<file path="src/rtl/serial_sub.sv">
// serial_sub: bit-serial subtractor, D = A - B - BI, LSB first, one bit per clock.
//
// A single full-subtractor cell and a borrow flop walk the operands over WIDTH
// cycles. The operation is accepted on a rising edge where busy is low. The
// result appears with a one-cycle done pulse WIDTH clocks after that edge.
//
// Ports:
//   clk   - system clock, rising edge
//   rst   - asynchronous active-high reset
//   start - begin a subtraction (ignored while busy)
//   A, B  - minuend / subtrahend, sampled on the accepting edge
//   BI    - borrow-in, sampled on the accepting edge
//   busy  - operation in progress
//   done  - one-cycle pulse, D and BO newly updated
//   D     - registered difference, held until the next completion
//   BO    - registered borrow-out, held until the next completion

module serial_sub #(
   parameter int unsigned WIDTH = 3
) (
   input  logic             clk,
   input  logic             rst,
   input  logic             start,
   input  logic [WIDTH-1:0] A,
   input  logic [WIDTH-1:0] B,
   input  logic             BI,
   output logic             busy,
   output logic             done,
   output logic [WIDTH-1:0] D,
   output logic             BO
);

   localparam int unsigned CntW = $clog2(WIDTH);

   typedef enum logic [0:0] {StIdle, StRun} state_t;

   state_t           state_q, state_d;
   logic [WIDTH-1:0] sa_q, sa_d;
   logic [WIDTH-1:0] sb_q, sb_d;
   logic [WIDTH-1:0] sr_q, sr_d;
   logic             br_q, br_d;
   logic [CntW-1:0]  cnt_q, cnt_d;
   logic [WIDTH-1:0] diff_q, diff_d;
   logic             bo_q, bo_d;
   logic             done_q, done_d;

   // Full-subtractor cell on the current LSBs
   logic d_bit;
   logic br_next;

   always_comb begin
      d_bit   = sa_q[0] ^ sb_q[0] ^ br_q;
      br_next = (~sa_q[0] & sb_q[0]) | (~(sa_q[0] ^ sb_q[0]) & br_q);
   end

   always_comb begin
      state_d = state_q;
      sa_d    = sa_q;
      sb_d    = sb_q;
      sr_d    = sr_q;
      br_d    = br_q;
      cnt_d   = cnt_q;
      diff_d  = diff_q;
      bo_d    = bo_q;
      done_d  = 1'b0;

      unique case (state_q)
         StIdle: begin
            if (start) begin
               sa_d    = A;
               sb_d    = B;
               br_d    = BI;
               cnt_d   = '0;
               state_d = StRun;
            end
         end
         StRun: begin
            sa_d  = sa_q >> 1;
            sb_d  = sb_q >> 1;
            // New bit enters at the MSB; after WIDTH shifts bit 0 sits at sr[0]
            sr_d  = {d_bit, sr_q[WIDTH-1:1]};
            br_d  = br_next;
            cnt_d = cnt_q + CntW'(1);
            if (cnt_q == CntW'(WIDTH - 1)) begin
               // Load the full result including the bit produced on this edge
               diff_d  = {d_bit, sr_q[WIDTH-1:1]};
               bo_d    = br_next;
               done_d  = 1'b1;
               state_d = StIdle;
            end
         end
         default: state_d = StIdle;
      endcase
   end

   always_ff @(posedge clk or posedge rst) begin
      if (rst) begin
         state_q <= StIdle;
         sa_q    <= '0;
         sb_q    <= '0;
         sr_q    <= '0;
         br_q    <= 1'b0;
         cnt_q   <= '0;
         diff_q  <= '0;
         bo_q    <= 1'b0;
         done_q  <= 1'b0;
      end else begin
         state_q <= state_d;
         sa_q    <= sa_d;
         sb_q    <= sb_d;
         sr_q    <= sr_d;
         br_q    <= br_d;
         cnt_q   <= cnt_d;
         diff_q  <= diff_d;
         bo_q    <= bo_d;
         done_q  <= done_d;
      end
   end

   // All outputs come straight from flops
   assign busy = (state_q == StRun);
   assign done = done_q;
   assign D    = diff_q;
   assign BO   = bo_q;

endmodule

</file>
<file path="config.mk">
export PLATFORM = sky130hd
export DESIGN_NAME = serial_sub
export DESIGN_NICKNAME = d
export VERILOG_FILES = /design/src/rtl/serial_sub.sv
export SDC_FILE = /design/constraint.sdc
export NUM_CORES = 1
export LEC_CHECK = 0
export BUFFER_PORTS_ARGS = -buffer_cell sky130_fd_sc_hd__buf_2
export CORE_UTILIZATION = 55
export CTS_BUF_LIST = sky130_fd_sc_hd__clkbuf_8
export DETAILED_ROUTE_END_ITERATION = 10
export PLACE_DENSITY = 0.79
export SLEW_MARGIN = 20
export SYNTH_ARGS = -nofsm -noshare
export SYNTH_HDL_FRONTEND = slang
export SYNTH_SLANG_ARGS = --single-unit
</file>
<file path="constraint.sdc">
create_clock -name clk -period 2.2 [get_ports clk]
set_input_delay 0.44 -clock clk [delete_from_list [all_inputs] [get_ports clk]]
set_output_delay 0.44 -clock clk [all_outputs]
set_load 0.1 [all_outputs]
</file>
=== Word-level counts from Yosys, hierarchy flattened ===
Cells that the tools add are included.

* Bits of input ports: 10
* Bits in writable memories: 0
* Word-level logic and storage cells: 34
* Register bits: 18
* Memories: 0
* ROM bits: 0
* Output and inout bits: 6
* Latch bits: 0

* Multiplexer cells: 13
* Shifts and indexed selects: 0
* Eq/ne operators: 2
* Order comparisons: 0
* Reduce and logical (&&, ||, !) cells: 1
* Bitwise logic cells: 8
* Add/sub/neg operators: 1
* $mul: 0
* Div/mod/pow operators: 0

{| class="wikitable"
|+ Operator list
! operator !! count
|-
| $pmux 3 s2 || 2
|-
| $mux 3 || 2
|-
| $mux 1 || 5
|-
| $pmux 1 s2 || 2
|-
| $pmux 2 s2 || 1
|-
| $not 1->1 || 3
|-
| $add 2x1->2 const B || 1
|-
| $and 1x1->1 || 2
|-
| $eq 2x2->1 const B || 1
|-
| $mux 2 || 1
|-
| $ne 2x2->1 const B || 1
|-
| $reduce_and 2->1 || 1
|-
| $xor 1x1->1 || 2
|-
| $or 1x1->1 || 1
|}

=== Longest topological paths before layout ===
Gate-level depths: netlist of the first run.

* Word-level depth: 5
* Gate-level depth with buffers: 4
* Gate-level depth less buffers: 4

=== Least setup slack after synthesis of the first run ===
Ideal clock, no wire load.

* Path type: register -> register
* Start: register state_q, in the netlist busy
* End: register diff_q[0], in the netlist D[0]
* Required time: 2075 ps
* Arrival time: 1520 ps
* Stages on the path, launching flop included: 4
* Path slack: 555 ps
* Path through: dfrtp_1 > buf_6 > nand2_4 > mux2_4

* Cells in the longest elaborated chain, start to end: 1

{| class="wikitable"
|+ RTL lines
! element !! RTL line !! text
|-
| from (decl) || 37 || <nowiki>state_t state_q, state_d;</nowiki>
|-
| from (signal assigned) || 98 || <nowiki>state_q <= StIdle;</nowiki>
|-
| from (signal assigned) || 108 || <nowiki>state_q <= state_d;</nowiki>
|-
| $reduce_and 2->1 (no source line) || -- ||
|-
| to (signal assigned) || 114 || <nowiki>diff_q <= diff_d;</nowiki>
|-
| to (decl) || 43 || <nowiki>logic [WIDTH-1:0] diff_q, diff_d;</nowiki>
|}

Every way passes these cells.
A chain may end at the register's enable or synchronous reset.

=== Final worst setup path of the first run ===
* Start: register diff_q[1], in the netlist D[1]
* End: output D[1]

{| class="wikitable"
|+ RTL lines
! element !! RTL line !! text
|-
| to (decl) || 29 || <nowiki>output logic [WIDTH-1:0] D,</nowiki>
|}

No word-level cell between the ends.

==> reports/metrics.cfg, run 1 <==
[timing]
clock_skew_ns = 0.00182
rsz0062_at_grt = false
worst_pin_slew_ns = 0.604
finalSetupViolations = 0
slew_violations = 0
hold_viol = 0
slew_headroom_pct = 59.7
fin_crit_ns = 1.46
holdWs_ns = 0.254
finalCritPeriodShare_pct = 66.5
max_freq_mhz = 683
finalSetupTns_ns = 0

[global_routing]
grt_max_degree = 19
grt_remaining_overflow = 0
grt_pass1_vias = 465
grt_usage_pct = 20.4
antenna_found_initial = 0
grt_pass1_wl_mm = 1.97

[layout]
insertedDiodeCount = 0
drive_gt1_share_pct = 34.2
area_delta_synth_final_pct = 16.2
fin_nets = 89
final_common_cell = dfrtp_1
final_cell_mix = 17 x dfrtp_1, 15 x buf_2, 10 x mux2i_1, 9 x inv_1
stdcell_area_um2 = 880

[critical_path]
max_stage_delay_ns = 0.43
crit_chain = buf_2
path_class = reg -> out
slowest_stage = buf_2
arrival_ns = 1.02
worstSetupEndpointType = output pin
critPathLaunchType = flop
critPathRequiredTime_ns = 1.76
crit_buf_inv = 1
path_max_fanout = 2
cp_top_family = buffers and inverters

[job]
cap_violations = 0

[detailed_routing]
drtIter0Drc = 4
wl_per_cell_um = 13.2
firstDrtPassIters = 4
drc = 0
wirelength_mm = 1.20
viasPerCell = 5.05
dr_total_vias = 460
antenna_left = 0

[placed_design]
place.detailed.hpwl_um = 865
dpl_cell_area_um2 = 835
port_buffers = 15
place_congestion = 0.649

[clock_tree]
cts_hold_buf = 0
tritoncts.num_buffers = 3
clk_latency_ns = 0.24
cts.sinks = 17
cts_resized = 0
path_clk_slew_ns = 0.06
clock_path_buffers = 2
cts_tree = built
htreeDepth = 1
clock-root-buffer = clkbuf_8
postCtsSetupRepairBufs = 0

[run_status]
status = complete, no violations

[die]
rows = 13
die_height_um = 39.1
initial_utilization_pct = 58.9
fp.dieArea_um2 = 1530
die_w_um = 39.1
io_pins = 16
coreArea_um2 = 1280

[synth]
ys_seq_area_share_pct = 56.2
avgSynthCellArea_um2 = 12.8
ys_ff_latch = 17
mappedNetlistNets = 71
yosys_warnings = 0
synthesis.instances = 59
synth_area_um2 = 757
synth_cell_types = 15

[min_path]
hp-class = in -> async

## per-layer routing
metal / global-route usage [%] / part of all wire [%] / up-vias
met4: 11.2 / 1.0 / 0
met2: 33.3 / 53 / 16
met1: 25.3 / 42 / 218
met5: 0 / 0 / -
met3: 3.47 / 4.0 / 2
li1: - / - / 224
## cell usage after synthesis
cell	instances	share of area, %
mux2_2	3	4.5
mux2_4	3	5.9
nand2_1	4	2.0
ha_1	1	1.7
nor2_1	3	1.5
mux2i_1	10	13
nand2_4	1	1.5
fa_1	1	2.6
buf_2	1	0.66
dfrtp_1	17	56
o21ai_0	4	2.6
a22o_1	1	1.2
buf_6	1	1.5
buf_4	1	0.99
inv_1	8	4.0
## logic make-up (layout without fill, tap and decap cells)
| family | Yosys count | after routing | synth area share, % |
|---|---|---|---|
| flops | 17 | 17 | 56.2 |
| simple gates | 8 | 8 | 4.96 |
| mux | 16 | 16 | 23.6 |
| fa+ha+maj | 2 | 2 | 4.30 |
| compound gates | 5 | 5 | 3.80 |
| buf+inv | 11 | 28 | 7.11 |
## per-stage QoR
stage | util [%] | cells | setup slack (ns)
after floorplan | - | 59 | 0.555
after CTS | 68.5 | 91 | 0.732
after global routing | 68.5 | 91 | 0.701
after global placement | 64.9 | 87 | 0.949
final | 68.5 | 91 | 0.736
after detailed placement | 64.9 | 87 | 0.909
## sequential cells by signal (all words and copies together), names as in the netlist
signal,flops
cnt_q,2
br_q,1
BO,1
D,3
sr_q,2
busy,1
sa_q,3
sb_q,3
done,1
## path summary, 6_finish.rpt
check / depth (start not counted) / endpoint / slack, ns / from
max reg2reg: 3 / D[2] / 0.90 / sb_q[0]
min reg2reg: 2 / sa_q[0] / 0.48 / sa_q[1]
max: 1 / D[1] / 0.74 / D[1]
max in group asynchronous: 2 / D[2] / 1.55 / rst
min in group clk: 3 / sb_q[2] / 0.44 / B[2]
min: 2 / busy / 0.25 / rst
## cell type report
type                    count  area [µm²]
flip-flops and latches     17         425
fillers                   100         405
multi-input cells          31         278
repair buffers             16        82.6
clock buffers               3        41.3
inverters                   8        30.0
well taps                  15        18.8
clock inverters             1        3.75
Power of run 1 is not shown: default switching activity piles up to over one toggle a cycle in this logic, so the estimate is an artifact.
==> run 2: changes to the inputs <==
--- a/config.mk
+++ b/config.mk
@@ -5,11 +5,12 @@
 export SDC_FILE = /design/constraint.sdc
 export NUM_CORES = 1
 export LEC_CHECK = 0
+export ABC_AREA = 1
 export BUFFER_PORTS_ARGS = -buffer_cell sky130_fd_sc_hd__buf_2
-export CORE_UTILIZATION = 55
+export CORE_UTILIZATION = 54
 export CTS_BUF_LIST = sky130_fd_sc_hd__clkbuf_8
 export DETAILED_ROUTE_END_ITERATION = 10
-export PLACE_DENSITY = 0.79
+export PLACE_DENSITY = 0.78
 export SLEW_MARGIN = 20
 export SYNTH_ARGS = -nofsm -noshare
 export SYNTH_HDL_FRONTEND = slang
==> constraint.sdc (replaced) <==
create_clock -name clk -period 1.5 [get_ports clk]
set_input_delay 0.3 -clock clk [delete_from_list [all_inputs] [get_ports clk]]
set_output_delay 0.3 -clock clk [all_outputs]
set_load 0.1 [all_outputs]
==> reports/metrics.cfg, run 2 <==
[detailed_routing]
antenna_left = 0  ; unchanged
viasPerCell = 5.11  ; +1.1%
drtIter0Drc = 8  ; +4
drc = 0  ; unchanged
wl_met1_um = 527  ; +3.5%
top_layer_used = met4
wl_met3_um = 43  ; -10%
wl_met2_um = 665  ; +5.2%
wirelength_mm = 1.24  ; +3.5%
firstDrtPassIters = 4  ; unchanged
wl_per_cell_um = 11.4  ; -14%
dr_total_vias = 557  ; +21%

[job]
cap_violations = 0  ; unchanged

[clock_tree]
clk_latency_ns = 0.24  ; about the same
htreeDepth = 1  ; unchanged
cts.sinks = 17  ; unchanged
postCtsSetupRepairBufs = 0  ; unchanged
path_clk_slew_ns = 0.06  ; about the same
clock_path_buffers = 2  ; unchanged
cts_tree = built
tritoncts.num_buffers = 3  ; unchanged
cts_resized = 0  ; unchanged
cts_hold_buf = 0  ; unchanged
clock-root-buffer = clkbuf_8

[timing]
clock_skew_ns = 0.00280  ; +0.000989 ns
hold_viol = 4  ; +4
rsz0062_at_grt = false
slew_violations = 0  ; unchanged
finalSetupTns_ns = 0  ; unchanged
slew_headroom_pct = 67.8  ; +8.1 points
finalCritPeriodShare_pct = 88.9
holdWs_ns = -0.00266  ; -0.257 ns
fin_crit_ns = 1.33
worst_pin_slew_ns = 0.486  ; -0.118 ns
finalSetupViolations = 0  ; unchanged
max_freq_mhz = 750

[synth]
synthMuxAreaShare_pct = 0  ; -24 points
ys_ff_latch = 17  ; unchanged
synthesis.instances = 76  ; +29%
ys_seq_area_share_pct = 56.8  ; +0.56 points
synth_common_cells = 24 x nand2_1, 17 x dfrtp_1, 7 x inv_1, 7 x nand3_1
mappedNetlistNets = 88  ; +24%
netlist_top_cells_area = dfrtp_1 57%, nand2_1 12%, nand3_2 6.7%
synthAdderAreaFrac_pct = 4.34  ; +0.043 points
synth-xor-area-share_pct = 0  ; unchanged
ys.flop_type = dfrtp_1
synth_cell_types = 16  ; +1
synth_top_cell_by_area = dfrtp_1
yosys_warnings = 0  ; unchanged
yosysMostFrequentCell = nand2_1
synth_top_cell_area_share_pct = 56.8  ; +0.56 points
synth_compound_area_share_pct = 5.68  ; +1.9 points
avgSynthCellArea_um2 = 9.86  ; -23%
synth-simple-area-share_pct = 26.2  ; +21 points
async_flop_share_pct = 100  ; unchanged
synth_edf_count = 0  ; unchanged
synth_area_um2 = 749  ; -0.99%
synth_top_family_by_area = simple AND/OR/NAND/NOR gates

[global_routing]
grt_pass1_wl_mm = 2.04  ; +3.5%
antenna_found_initial = 0  ; unchanged
grt_usage_pct = 20.4  ; +0.045 points
grt_max_degree = 14  ; -5
grt_pass1_vias = 508  ; +9.2%
grt_remaining_overflow = 0  ; unchanged

[die]
io_pins = 16  ; unchanged
initial_utilization_pct = 57.6  ; -1.3 points
fp.dieArea_um2 = 1540  ; +0.79%
die_height_um = 39.3  ; +0.40%
die_w_um = 39.3  ; +0.40%
coreArea_um2 = 1300  ; +1.3%
rows = 13  ; unchanged

[placed_design]
place.detailed.hpwl_um = 953  ; +10%
port_buffers = 15  ; unchanged
place_congestion = 0.692  ; +6.6%

[critical_path]
max_stage_delay_ns = 0.57  ; +0.14 ns
critPathRequiredTime_ns = 1.20  ; -0.56 ns
path_class = reg -> out
slowest_stage = dfrtp_2
critPathLaunchType = flop
crit_chain = buf_12
cp_top_family = flip-flops
path_max_fanout = 13  ; +11
worstSetupEndpointType = output pin
arrival_ns = 1.03  ; about the same
crit_buf_inv = 1  ; unchanged

[layout]
final_util_pct = 68.8  ; +0.39 points
fin_nets = 107  ; +20%
final_common_cell = nand2_1
area_delta_synth_final_pct = 19.5
insertedDiodeCount = 0  ; unchanged
drive_gt1_share_pct = 33.0  ; -1.2 points
final_cell_mix = 24 x nand2_1, 16 x dfrtp_1, 14 x buf_2, 8 x inv_1, 7 x nand3_1

[run_status]
violations = negative hold slack
status = complete, but fails checks

[min_path]
hp-class = in -> async

[run 2: cell count changes after synthesis, sizes merged]
cell and delta:
inv +1, nand3 +12, nor2 -1, mux2i -10, buf -1, a22o -1
nand2 +20, mux2 -6, o21ai +3
[run 2: area by class of cell]
| cell class | count | area [µm²] |
|---|---|---|
| fill | 118 | 405 |
| timing repair buffer | 16 | 97.6 |
| tap | 15 | 18.8 |
| clock inverter | 1 | 3.75 |
| sequential | 17 | 427 |
| multi-input combinational | 48 | 272 |
| clock buffer | 3 | 41.3 |
| inverter | 9 | 36.3 |
[run 2: layer usage]
| metal | vias up | track usage, % |
|---|---|---|
| met5 | - | 0 |
| met4 | 0 | 10.3 |
| met3 | 2 | 3.41 |
| met2 | 13 | 35.8 |
| met1 | 268 | 23.7 |
| li1 | 274 | - |
[run 2: final timing paths]
path / endpoint / slack [ns] / cells after the start / from
setup / recovery: busy / 0.17 / 1 / busy
hold / removal: BO / -0.003 / 2 / rst
setup reg to reg: sr_q[2] / 0.33 / 3 / sa_q[0]
hold reg to reg: sa_q[2] / 0.48 / 2 / sa_q[2]
max in group asynchronous: br_q / 1.07 / 3 / rst
min in group clk: sb_q[2] / 0.29 / 3 / B[2]
[run 2: cell families (layout without fill, tap and decap cells)]
group | count (synthesis) | after routing
and+or+nand+nor | 39 | 39
buffers and inverters | 11 | 29
DFF | 17 | 17
adders and majority gates | 2 | 2
AOI/OAI and AO/OA | 7 | 7
[run 2: per-stage QoR]
| step | std cells | cell area, µm² | setup slack (ns) | hold slack, ns |
|---|---|---|---|---|
| final | 109 | 896 | 0.167 | -0.00266 |
| after global routing | 109 | 896 | 0.132 | 0.0205 |
| after CTS | 109 | 896 | 0.160 | 0.00311 |
| after detailed placement | 105 | 851 | 0.338 | 0.263 |
| after global placement | 105 | 851 | 0.373 | 0.263 |
| after floorplan | 76 | 751 | 0.280 | 0.226 |
Power of run 2 is left out for the same reason.
